===== src/rtl/m216a_pe_stream.sv =====
`default_nettype none
// ============================================================================
// m216a_pe_stream : valid-qualified multi-function PE, configurable latency
// Rev 1.0
// ============================================================================
module m216a_pe_stream #(
  parameter int DATA_W    = 16,
  parameter int LAT       = 2,
  parameter int DLY_EXTRA = 2
) (
  input  logic              Clk_In,
  input  logic              Rst_In,
  input  logic              In_Valid,
  input  logic [15:0]       Instruction_In,
  input  logic [DATA_W-1:0] D_In1,
  input  logic [DATA_W-1:0] D_In2,
  input  logic [DATA_W-1:0] D_In3,
  output logic [DATA_W-1:0] D_Out,
  output logic              Out_Valid,
  output logic              Err_Out
);

  localparam int c_DLAT = LAT + DLY_EXTRA;
  localparam int c_QD   = DLY_EXTRA + 1;
  localparam int c_TN   = c_QD + 2;
  localparam int c_QCW  = $clog2(c_QD + 1);
  localparam int c_EW   = DATA_W + 1;

  localparam logic [3:0] c_OP_PASS = 4'd1;
  localparam logic [3:0] c_OP_PDLY = 4'd2;
  localparam logic [3:0] c_OP_ADD  = 4'd3;
  localparam logic [3:0] c_OP_MUL  = 4'd4;
  localparam logic [3:0] c_OP_MAC3 = 4'd5;
  localparam logic [3:0] c_OP_ACC7 = 4'd6;
  localparam logic [3:0] c_OP_STEN = 4'd7;
  localparam logic [3:0] c_OP_DOT  = 4'd8;
  localparam logic [3:0] c_OP_SAT  = 4'd9;
  localparam logic [DATA_W-1:0] c_SEVEN = DATA_W'(7);

  logic [3:0]        r_cur_op;
  logic [DATA_W-1:0] r_x1, r_x2, r_acc;
  logic [1:0]        r_smp_cnt;
  logic [LAT:1]      r_mv;
  logic [c_EW-1:0]   r_me [1:LAT];
  logic [c_DLAT:1]   r_dv;
  logic [c_EW-1:0]   r_de [1:c_DLAT];
  logic [c_EW-1:0]   r_q  [0:c_QD-1];
  logic [c_QCW-1:0]  r_q_cnt;

  logic [3:0]        w_op;
  logic              w_sw, w_err, w_emit, w_push_m, w_push_d;
  logic [DATA_W-1:0] w_x1, w_x2, w_acc, w_acc_nx, w_res;
  logic [1:0]        w_cnt, w_cnt_nx;
  logic [DATA_W:0]   w_sum;
  logic              w_unused_instr;

  assign w_op           = Instruction_In[3:0];
  assign w_unused_instr = ^Instruction_In[15:4];
  assign w_sum          = {1'b0, D_In2} + {1'b0, D_In3};

  // A mode switch presents cleared history to the sample that causes it.
  always_comb begin
    w_sw     = (w_op != r_cur_op);
    w_x1     = w_sw ? '0 : r_x1;
    w_x2     = w_sw ? '0 : r_x2;
    w_acc    = w_sw ? '0 : r_acc;
    w_cnt    = w_sw ? '0 : r_smp_cnt;
    w_cnt_nx = (w_cnt == 2'd3) ? 2'd3 : w_cnt + 2'd1;
    w_res    = '0;
    w_err    = 1'b0;
    w_emit   = 1'b1;
    w_acc_nx = w_acc;
    case (w_op)
      c_OP_PASS, c_OP_PDLY: w_res = D_In1;
      c_OP_ADD:  w_res = D_In2 + D_In3;
      c_OP_MUL:  w_res = D_In1 * D_In2;
      c_OP_MAC3: w_res = D_In1 + DATA_W'(D_In2 * D_In3);
      c_OP_ACC7: begin
        w_acc_nx = w_acc + DATA_W'(D_In3 * c_SEVEN);
        w_res    = w_acc_nx;
      end
      c_OP_STEN: begin
        w_res  = DATA_W'(w_x2 * w_x1) + D_In1;
        w_emit = (w_cnt_nx == 2'd3);
      end
      c_OP_DOT: begin
        w_acc_nx = w_acc + DATA_W'(w_x1 * D_In1);
        w_res    = w_acc_nx;
        w_emit   = (w_cnt_nx >= 2'd2);
      end
      c_OP_SAT:  w_res = w_sum[DATA_W] ? '1 : w_sum[DATA_W-1:0];
      default:   w_err = 1'b1;
    endcase
    w_push_d = In_Valid && w_emit && (w_op == c_OP_PDLY);
    w_push_m = In_Valid && w_emit && (w_op != c_OP_PDLY);
  end

  // Completion merge: the delay pipe always holds the older result, so it
  // goes ahead of the main pipe; anything not emitted waits in r_q.
  logic [c_EW-1:0]  w_tmp  [0:c_TN-1];
  logic [c_EW-1:0]  w_q_nx [0:c_QD-1];
  logic [c_QCW-1:0] w_q_cnt_nx;
  logic [c_EW-1:0]  w_out;
  logic             w_out_v;
  int               w_n;

  always_comb begin
    for (int i = 0; i < c_TN; i++) w_tmp[i] = '0;
    for (int i = 0; i < c_QD; i++) w_tmp[i] = r_q[i];
    w_n = int'(r_q_cnt);
    if (r_dv[c_DLAT]) begin
      for (int i = 0; i < c_TN; i++) if (i == w_n) w_tmp[i] = r_de[c_DLAT];
      w_n = w_n + 1;
    end
    if (r_mv[LAT]) begin
      for (int i = 0; i < c_TN; i++) if (i == w_n) w_tmp[i] = r_me[LAT];
      w_n = w_n + 1;
    end
    w_out_v = (w_n > 0);
    w_out   = w_tmp[0];
    for (int i = 0; i < c_QD; i++) w_q_nx[i] = w_tmp[i+1];
    w_q_cnt_nx = (w_n > 0) ? c_QCW'(w_n - 1) : '0;
  end

  always_ff @(posedge Clk_In) begin
    if (Rst_In) begin
      r_cur_op  <= '0;
      r_x1      <= '0;
      r_x2      <= '0;
      r_acc     <= '0;
      r_smp_cnt <= '0;
      r_mv      <= '0;
      r_dv      <= '0;
      r_q_cnt   <= '0;
      D_Out     <= '0;
      Out_Valid <= 1'b0;
      Err_Out   <= 1'b0;
    end else begin
      if (In_Valid) begin
        r_cur_op  <= w_op;
        r_x1      <= D_In1;
        r_x2      <= w_x1;
        r_acc     <= w_acc_nx;
        r_smp_cnt <= w_cnt_nx;
      end
      r_mv[1] <= w_push_m;
      r_me[1] <= {w_err, w_res};
      for (int i = 2; i <= LAT; i++) begin
        r_mv[i] <= r_mv[i-1];
        r_me[i] <= r_me[i-1];
      end
      r_dv[1] <= w_push_d;
      r_de[1] <= {w_err, w_res};
      for (int i = 2; i <= c_DLAT; i++) begin
        r_dv[i] <= r_dv[i-1];
        r_de[i] <= r_de[i-1];
      end
      for (int i = 0; i < c_QD; i++) r_q[i] <= w_q_nx[i];
      r_q_cnt   <= w_q_cnt_nx;
      Out_Valid <= w_out_v;
      if (w_out_v) {Err_Out, D_Out} <= w_out;
    end
  end

endmodule
`default_nettype wire

===== config.mk =====
export PLATFORM = sky130hd
export DESIGN_NAME = m216a_pe_stream
export DESIGN_NICKNAME = d
export VERILOG_FILES = /design/src/rtl/m216a_pe_stream.sv
export SDC_FILE = /design/constraint.sdc
export NUM_CORES = 2
export LEC_CHECK = 0
export ABC_AREA = 0
export CORE_MARGIN = 2
export CORE_UTILIZATION = 45
export CTS_CLUSTER_DIAMETER = 50
export CTS_CLUSTER_SIZE = 40
export DETAILED_ROUTE_END_ITERATION = 16
export HOLD_SLACK_MARGIN = 0.05
export SYNTH_ARGS = -nofsm -noshare
export SYNTH_HDL_FRONTEND = slang
export SYNTH_SLANG_ARGS = --single-unit
export TNS_END_PERCENT = 20

===== constraint.sdc =====
create_clock -name Clk_In -period 11 [get_ports Clk_In]
set_clock_uncertainty 0.15 [all_clocks]
set_input_delay 1.65 -clock Clk_In [delete_from_list [all_inputs] [get_ports Clk_In]]
set_output_delay 1.65 -clock Clk_In [all_outputs]
set_load 0.01 [all_outputs]

==> impl_summary.txt <==
----------------------------------------------------
[Run status]
  Run status ... complete, no violations

[Power]
  Clock power frac ... 15.5%
  Total power density per cell area ... 149 mW/mm²
  Switching power share of the total ... 46.7%
  Worst IR Drop VDD ... 0.000210 V
  Design internal power ... 0.00237 W
  Combinational fraction of design power ... 63.4%
  Leakage power total ... 14.4 nW
  Sequential cell fraction of total power ... 21.1%
  Net Switching ... 0.00207 W

[Yosys]
  Synthesis-stage register bit count ... 199
  Netlist cell types ... 65
  Synthesized cell area ... 0.0277 mm²
  Number of warnings printed during yosys synthesis ... 0
  Async set-or-reset flop fraction in the synthesized netlist ... 0%
  EDFF count, synth ... 119
  Post-Synthesis Net Count ... 3776
  Mean instance size in the synthesized netlist ... 9.00 µm²
  Sequential share of the synthesized area ... 18.7%
  Prevailing post-synth register cell ... sky130_fd_sc_hd__edfxtp_1
  Number of instances in the synthesized netlist ... 3071

[Timing]
  Highest attainable clock frequency ... 111 MHz
  Pins Over Slew Limit ... 0
  RSZ-0062 raised after global routing ... no
  Actual slew at the worst max-slew pin ... 1.14 ns
  Number of setup violations in the final report ... 0
  Max-slew headroom ... 23.9%
  Final total negative setup slack ... 0 ns
  Final number of hold-violating endpoints ... 0
  Tmin final ... 8.99 ns
  Final period util ... 81.7%

[Route]
  Post-route DRC ... 0
  DRT Wirelength ... 78500 µm
  Total met3 wirelength after detailed routing ... 5550 µm
  Mean number of vias per cell ... 5.47
  Detailed router's first-iteration violation count ... 1438
  Routed vias ... 21100
  Number of iterations in the first detailed-routing pass ... 8
  Met2 wire len ... 37600 µm
  Remaining antenna violation count after routing ... 0
  WL/cell ... 20.4 µm
  Top layer reached by signal wires ... met4
  Sum of routed wire segments on met1 ... 31900 µm

[Critical path]
  Buffers plus inverters on the worst setup path ... 6
  Required time at the worst-slack endpoint ... 11.09 ns
  Depth of the worst register-to-register path ... 26
  Critical path capture point type ... flop
  Arrival time of the worst setup path ... 9.08 ns
  Startpoint types ... primary input
  Most common cell on crit path ... sky130_fd_sc_hd__fa_1
  WS Path Type ... primary input to flop
  Largest delay contributor family on the critical path ... adder cells
  Path length in cells of the critical path ... 27
  Top fanout value on the critical path ... 93
  Slowest cell on crit path ... sky130_fd_sc_hd__clkdlybuf4s50_1
  Crit-path max cell delay ... 0.62 ns

[CTS]
  Cts bufs inserted ... 17
  Clock insertion delay at the later pin of the skew report ... 0.51 ns
  Hold buffers post-CTS ... 0
  CTS tree ... yes
  Clock slew seen by the registers of the worst setup and hold paths ... 0.09 ns
  Clock Tree Root ... sky130_fd_sc_hd__clkbuf_16
  Buffers inserted by post-CTS timing repair ... 0
  Deepest clock path buffer count ... 2
  H-tree lvl count ... 4
  CTS sink count ... 199
  Post-cts sizing count ... 0

[GRT]
  Largest net degree at the start of global routing ... 94
  Wire length of the first global-routing pass ... 124000 µm
  Overflow after GRT ... 0
  Antenna violations before repair ... 1
  Via count of the first global-routing pass ... 22000
  Global router's overall resource usage ... 25.7%

[Final layout]
  Fraction of layout cells with a size suffix above 1 ... 3.84%
  Relative area change from synthesis to final layout ... 7.83%
  Most common cell after layout, fill and taps aside ... sky130_fd_sc_hd__inv_1
  Fill cell total of the finished layout ... 5767
  Most frequent cells in the layout ... sky130_fd_sc_hd__inv_1, sky130_fd_sc_hd__nand2_1, sky130_fd_sc_hd__fa_1
  Nets ... 3764
  Final core utilization ... 49.2%

[Floorplan]
  Floorplan die width ... 252 µm
  Count of standard-cell rows ... 90
  Initial core utilization ... 45.6%
  Area of the die ... 0.0634 mm²
  Number of top-level pins ... 85
  Standard cell core area ... 0.0606 mm²
  Vertical extent of the die ... 252 µm

[Place]
  Port Buf Inserts ... 72
  Global placer's final weighted congestion ... 0.931
  HPWL reported at the end of detailed placement ... 58900 µm

[Hold path]
  Class of the tightest hold or removal check ... flop to flop
  Min-Delay Path Depth ... 0

[Flow run]
  Max Cap Violations ... 0

----------------------------------------------------
power by group through the flow:
stage / sequential (W) / combinational [W] / clock (W)
after global routing: 0.000945 / 0.00314 / 0.000728
after detailed placement: 0.000953 / 0.00278 / 0
after floorplan: 0.000935 / 0.00203 / 0
after CTS: 0.000936 / 0.00279 / 0.000706
after global placement: 0.000950 / 0.00270 / 0
final: 0.000937 / 0.00282 / 0.000689
stage by stage:
stage	setup WS, ns	std cells	hold slack (ns)	instance area (µm²)	power, W
after detailed placement	1.60	3822	0.255	29200	0.00373
after global routing	1.60	3854	0.267	29800	0.00481
after floorplan	2.70	3071	0.250	27700	0.00297
final	2.01	3855	0.262	29800	0.00444
after CTS	2.09	3854	0.267	29800	0.00444
after global placement	1.57	3822	0.251	29200	0.00365
metal layers:
metal,global-route usage (%),vias up
met5,0,-
met4,11.5,0
met3,3.92,154
met2,42.8,783
met1,33.2,10600
li1,-,9605
area by class of cell:
type	count	area (µm²)	share of cell area, %
sequential	199	5170	17.4
antenna	1	2.50	0.00839
clock buffer	17	425	1.43
inverter	588	2210	7.41
clock inverter	15	196	0.659
multi-input combinational	2123	19700	66.0
timing repair buffer	130	1160	3.89
tap	782	978	3.28
Yosys cell counts (all sizes together), types with 6 or more instances:
master   count  area share (%)
nor3        21            0.38
fa         390              28
nand2b      11            0.25
mux2i       68             2.5
a2111oi      6            0.37
a211oi       6            0.18
and2       121             2.7
nor2       131             1.8
ha         248              11
nand2      437             5.9
buf         24            0.41
xnor2      144             4.6
a22oi       18            0.51
and3       115             2.6
edfxtp     119              13
o21ai       88             1.6
a22o        20            0.63
a311oi      18            0.57
xor2        50             1.6
a221oi       8            0.28
nand3       38            0.69
or2          6            0.14
dfxtp       80             5.8
a21oi       76             1.4
inv        587             8.0
o22ai        9            0.20
nor2b       16            0.36
a21o        16            0.43
o21a        10            0.27
clkbuf     137             1.9
flip-flops by register name, indices dropped and copies added, names as in the netlist:
name and count:
r_q 51, r_de 36, r_me 32, D_Out 16
r_acc 16, r_x1 16, r_x2 16, r_cur_op 4
r_dv 4, r_mv 2, r_q_cnt 2, r_smp_cnt 2
Err_Out 1, Out_Valid 1
kinds of logic after synthesis:
group	after synthesis	synth area share (%)
simple gates	911	15.2
compound gates	309	7.52
xor+xnor	196	6.31
flops	199	18.7
buf+inv	749	10.2
mux	69	2.50
fa+ha+maj	638	39.5
final timing paths:
kind,startpoint,end,slack (ns)
min,r_de[0][56],r_de[0][73],0.26
min reg2reg,r_de[0][56],r_de[0][73],0.26
max,Instruction_In[3],r_me[1][13],2.01
max reg2reg,r_cur_op[2],r_me[1][13],3.55
Power figures use the tool's default switching activity.
